`src/rtl/crank_wheel_gen.sv`:
```
`default_nettype none
// ============================================================================
//  Module   : crank_wheel_gen
//  Purpose  : 60-2 crankshaft tooth-wheel emulator. Produces the crank sensor
//             waveform with a programmable tooth pitch (in clk cycles), plus
//             tooth position, gap flag and a once-per-revolution strobe.
//  Revision : 1.0 - initial release
// ----------------------------------------------------------------------------
//  Ports
//    clk          in   module clock
//    rst          in   synchronous active-high reset
//    ena          in   run enable (0 = idle)
//    period_in    in   requested tooth pitch in clk cycles
//    period_load  in   strobe: capture period_in into the shadow register
//    cap_inv      in   output polarity (0 = tooth high, 1 = tooth low)
//    cap_out      out  emulated crank sensor signal (registered)
//    tooth_num    out  current tooth position 0..TEETH_TOTAL-1
//    gap          out  high while on a missing-tooth position
//    rev_strobe   out  one-cycle pulse on the first cycle of tooth 0
//    running      out  generator is not idle
// ============================================================================
module crank_wheel_gen #(
   parameter int PERIOD_WIDTH  = 24,
   parameter int TCNT_WIDTH    = 6,
   parameter int TEETH_TOTAL   = 60,
   parameter int TEETH_MISSING = 2,
   parameter int PERIOD_MIN    = 4
) (
   input  logic                    clk,
   input  logic                    rst,
   input  logic                    ena,
   input  logic [PERIOD_WIDTH-1:0] period_in,
   input  logic                    period_load,
   input  logic                    cap_inv,
   output logic                    cap_out,
   output logic [TCNT_WIDTH-1:0]   tooth_num,
   output logic                    gap,
   output logic                    rev_strobe,
   output logic                    running
);

   localparam logic [PERIOD_WIDTH-1:0] P_MIN      = PERIOD_WIDTH'(PERIOD_MIN);
   localparam logic [TCNT_WIDTH-1:0]   LAST_TOOTH = TCNT_WIDTH'(TEETH_TOTAL - 1);
   localparam logic [TCNT_WIDTH-1:0]   FIRST_GAP  = TCNT_WIDTH'(TEETH_TOTAL - TEETH_MISSING);

   typedef enum logic [1:0] {
      IDLE      = 2'd0,
      TOOTH_ON  = 2'd1,
      TOOTH_OFF = 2'd2,
      GAP       = 2'd3
   } state_t;

   state_t                  state, state_nxt;
   logic [PERIOD_WIDTH-1:0] phase, phase_nxt;
   logic [PERIOD_WIDTH-1:0] period_act, period_act_nxt;
   logic [PERIOD_WIDTH-1:0] shadow, shadow_nxt;
   logic [PERIOD_WIDTH-1:0] period_clamped;
   logic [PERIOD_WIDTH-1:0] half;
   logic [TCNT_WIDTH-1:0]   tooth, tooth_nxt, tooth_inc;
   logic                    pitch_end, on_end, next_is_gap;
   logic                    cap_nxt, gap_nxt, rev_nxt;

   // ------------------------------------------------------------------------
   // Next-state and next-output logic
   // ------------------------------------------------------------------------
   always_comb begin
      period_clamped = (period_in < P_MIN) ? P_MIN : period_in;
      // A load coinciding with a pitch boundary is forwarded so the new
      // pitch takes effect on the very next pitch.
      shadow_nxt     = period_load ? period_clamped : shadow;
      half           = period_act >> 1;
      pitch_end      = (phase == (period_act - PERIOD_WIDTH'(1)));
      on_end         = (phase == (half - PERIOD_WIDTH'(1)));
      tooth_inc      = (tooth == LAST_TOOTH) ? '0 : tooth + TCNT_WIDTH'(1);
      next_is_gap    = (tooth_inc >= FIRST_GAP);

      state_nxt      = state;
      phase_nxt      = phase;
      tooth_nxt      = tooth;
      period_act_nxt = period_act;
      rev_nxt        = 1'b0;

      if (!ena) begin
         // Abort immediately; no partial-tooth completion.
         state_nxt = IDLE;
         phase_nxt = '0;
         tooth_nxt = '0;
      end else begin
         case (state)
            IDLE: begin
               state_nxt      = TOOTH_ON;
               phase_nxt      = '0;
               tooth_nxt      = '0;
               period_act_nxt = shadow_nxt;
               rev_nxt        = 1'b1;
            end
            TOOTH_ON, TOOTH_OFF, GAP: begin
               if (pitch_end) begin
                  phase_nxt      = '0;
                  tooth_nxt      = tooth_inc;
                  period_act_nxt = shadow_nxt;
                  state_nxt      = next_is_gap ? GAP : TOOTH_ON;
                  rev_nxt        = (tooth_inc == '0);
               end else begin
                  phase_nxt = phase + PERIOD_WIDTH'(1);
                  // H-1 is always below P-1 because P >= PERIOD_MIN.
                  if ((state == TOOTH_ON) && on_end) begin
                     state_nxt = TOOTH_OFF;
                  end
               end
            end
            default: begin
               state_nxt = IDLE;
               phase_nxt = '0;
               tooth_nxt = '0;
            end
         endcase
      end

      cap_nxt = (state_nxt == TOOTH_ON) ^ cap_inv;
      gap_nxt = (state_nxt == GAP);
   end

   // ------------------------------------------------------------------------
   // State and output registers
   // ------------------------------------------------------------------------
   always_ff @(posedge clk) begin
      if (rst) begin
         state      <= IDLE;
         phase      <= '0;
         tooth      <= '0;
         period_act <= P_MIN;
         shadow     <= P_MIN;
         cap_out    <= cap_inv;
         gap        <= 1'b0;
         rev_strobe <= 1'b0;
      end else begin
         state      <= state_nxt;
         phase      <= phase_nxt;
         tooth      <= tooth_nxt;
         period_act <= period_act_nxt;
         shadow     <= shadow_nxt;
         cap_out    <= cap_nxt;
         gap        <= gap_nxt;
         rev_strobe <= rev_nxt;
      end
   end

   assign tooth_num = tooth;
   assign running   = (state != IDLE);

endmodule
`default_nettype wire

```
`config.mk`:
```
export PLATFORM = sky130hd
export DESIGN_NAME = crank_wheel_gen
export DESIGN_NICKNAME = d
export VERILOG_FILES = /design/src/rtl/crank_wheel_gen.sv
export SDC_FILE = /design/constraint.sdc
export NUM_CORES = 1
export LEC_CHECK = 0
export ABC_AREA = 1
export BUFFER_PORTS_ARGS = -buffer_cell sky130_fd_sc_hd__buf_2
export CAP_MARGIN = 20
export CORE_UTILIZATION = 45
export CTS_BUF_LIST = sky130_fd_sc_hd__clkbuf_8
export DETAILED_ROUTE_END_ITERATION = 10
export HOLD_SLACK_MARGIN = 0.02
export SLEW_MARGIN = 20
export SYNTH_ARGS = -nofsm -noshare
export SYNTH_HDL_FRONTEND = slang
export SYNTH_SLANG_ARGS = --single-unit
```
`constraint.sdc`:
```
create_clock -name clk -period 3.6 [get_ports clk]
set_input_delay 0.36 -clock clk [delete_from_list [all_inputs] [get_ports clk]]
set_output_delay 0.36 -clock clk [all_outputs]
set_load 0.03 [all_outputs]
```
==> reports/metrics.yaml <==
outcome: "complete, no violations"
cts_buffers: 9
crit_family: "simple AND/OR/NAND/NOR gates"
critPathKind: "reg2reg"
rr_startpoint: "period_act[2]$_SDFFE_PP1P_"
holdPathStages: 3
hpwl_mm: 11.88
post-place-ws_ns: 0.8101
fin_ws_ns: 0.7547
fin_area_um2: 5898
holdPathEnd: "cap_out$_DFF_P_"
power_mw: 2.194
required_ns: 3.86
die_width_um: 112.1
vias: 5356
yosys_most_used_dff: "dfxtp_1"
rsz0062_at_grt: "no"
synth_area_um2: 5451
synth_seq_cells: 83
dr.pass1.iters: 5
diodes: 0
synthCells: 868
cts-root-buf: "clkbuf_8"
crit_chain: "inv_1 > ha_1 > nand2_2 > nor2_4 > nand2_1 > nand2_1 > nand2_1 > nand2_1 > nand2_1 > nor2_1 > nand3_1 > nor2_4 > nor2_2 > nand2_1 > buf_4 > o22ai_1"
layout.nets: 929
whs_ns: 0.1902
wl_per_cell_um: 14.36
grt_pass1_wl_mm: 24.59
cp_max_fo: 23
period_needed_ns: 2.845
min_from: "cap_inv"
slowest_delay_ns: 0.39
drv_cap: 0
ir_worst_vdd_v: 0.0003634
synth-edff-count: 0
cts.sink_count: 83
io_pins: 39
worst_slew_pin_slew_ns: 0.6487
synthArstFlopShare_pct: 0
clockBufferDepth: 2
first_global_vias: 5006
postCtsSetupRepairBufs: 0
ctsHoldBuffers: 0
grt_antenna_before_repair: 0
ys_warn_count: 0
clock.fmax_mhz: 351.5
drt_first_iter_violations: 371
finalSetupViolations: 0
synth.top_cells.by_area: "dfxtp_1, nand2_1, nor2_1"
netlist.area_leader.share_pct: 30.48
fp.dieH_um: 112.1
io_buffers: 38
stdcell_count: 1042
max_slew_margin_pct: 56.75
htree_levels: 3
initial_utilization_pct: 46.94
viasPerCell: 5.140
synth_nets: 903
num_rows: 39
critPathCaptureType: "register"
cp_num_buf_inv: 2
hp-class: "in2reg"
overflow: 0
post-route-period-util_pct: 79.04
crit_arrival_ns: 3.11
switching_share_pct: 34.26
synth.most_common_cell: "nand2_1"
synth_common_cells: "nand2_1, nor2_1, inv_1, dfxtp_1, nand3_1"
finalClockSkew_ns: 0.01562
slew_violations: 0
drc: 0
syn_to_final_growth_pct: 8.194
synth.avg_cell_area_um2: 6.281
dieArea_um2: 12560
reg2reg_to: "tooth_num[0]$_SDFFE_PP0N_"
synth_area_leader_cell: "dfxtp_1"
slowest_stage: "dfxtp_1"
placed_cell_area_um2: 5697
routed_wl_mm: 14.97
clk_pin_slew_worst_paths_ns: 0.09
leakagePower_nw: 2.757
finalHoldViolations: 0
layout-drive-gt1-share_pct: 10.79
synth_cell_types: 41
drtAntennaViolNets: 0
insertion_delay_ns: 0.38
startpoint_type: "register"
dpl.cell_count: 1026
ctsResizeCount: 0
grt_max_degree: 45
cts_tree: "yes"
internal_power_mw: 1.443
coreArea_um2: 11610
seq_power_share_pct: 46.2
p_comb_share_pct: 21.7
fin_util_pct: 50.79
powerDensity_nw_per_um2: 372.1
seq_area_frac_synth_pct: 30.48
pwr-share-clk_pct: 32.1
crit_top_cell: "nand2_1"
gp_congestion: 0.9412
p_switching_mw: 0.7519
rrSetupSlack_ns: 0.75
setup_tns_ns: 0
grt_util_all_layers_pct: 25.04
crit_start: "period_act[2]$_SDFFE_PP1P_"
r2r_cells: 16
-- layout make-up --
cell class / count / area, um2
repair buffers: 39 / 197.7
clock buffers: 9 / 123.9
multi-input cells: 663 / 3286
fillers: 1211 / 5715
inverters: 98 / 372.9
flip-flops and latches: 83 / 1662
well taps: 143 / 178.9
clock inverters: 7 / 77.57
-- flip-flops by register name (all words and copies together) (netlist names) --
register    cells
shadow         24
state           2
gap             1
rev_strobe      1
period_act     24
phase          24
tooth_num       6
cap_out         1
-- cells by family after synthesis --
group,count (synthesis),share of synthesized area (%)
simple gates,548,43.84
buf+inv,122,9.249
flops,83,30.48
compound gates,57,6.013
xor+xnor,33,5.554
mux,19,3.489
fa+ha+maj,6,1.377
-- power by group through the flow --
| stage | clock, mW | sequential (mW) | combinational, mW |
|---|---|---|---|
| after floorplan | 0 | 1.02 | 0.368 |
| after global placement | 0 | 1.03 | 0.471 |
| after detailed placement | 0 | 1.03 | 0.474 |
| after CTS | 0.728 | 1.01 | 0.476 |
| after global routing | 0.761 | 1.02 | 0.544 |
| final | 0.704 | 1.01 | 0.476 |
-- worst reg2reg max path: stages (launching register included) --
cell,delay [ns]
dfxtp_1,0.39
inv_1,0.14
ha_1,0.30
nand2_2,0.16
nor2_4,0.26
nand2_1,0.09
nand2_1,0.08
nand2_1,0.05
nand2_1,0.05
nand2_1,0.07
nor2_1,0.20
nand3_1,0.17
nor2_4,0.24
nor2_2,0.08
nand2_1,0.06
buf_4,0.28
o22ai_1,0.11
-- metal layers --
metal	global-route usage (%)	routed length (um)
met1	33.22	7156
met2	40.33	6588
met3	5.292	841
met4	8.800	379
met5	0	0
-- worst max path at each step --
stage	endpoint	slack, ns	cells past startpoint
after floorplan	tooth_num[0]$_SDFFE_PP0N_	1.35	16
after global placement	tooth_num[0]$_SDFFE_PP0N_	0.88	16
after detailed placement	tooth_num[0]$_SDFFE_PP0N_	0.81	16
after CTS	tooth_num[0]$_SDFFE_PP0N_	0.79	16
after global routing	tooth_num[0]$_SDFFE_PP0N_	0.45	16
final	tooth_num[0]$_SDFFE_PP0N_	0.75	16
-- placed cells by master, fill, tap and decap left out, types with 2 or more instances in the layout --
cell and n:
nand2_1 253, nor2_1 148, inv_1 92, dfxtp_1 83, nand3_1 69, buf_2 38, xor2_1 23, a21oi_1 21
mux2i_1 19, o21ai_0 17, nand4_1 14, nor2_2 12, nor3_1 12, xnor2_1 9, nor2_4 9, nand2_2 9
clkbuf_8 9, nand3b_1 6, nor4_1 6, ha_1 6, inv_2 5, o21bai_1 4, nor3b_1 4, or2_2 3
o211ai_1 3, a31oi_1 2, a21boi_0 2, inv_6 2, a21oi_2 2, o21ai_1 2, clkinvlp_4 2
Note: power is estimated with default switching activity, not from simulation.
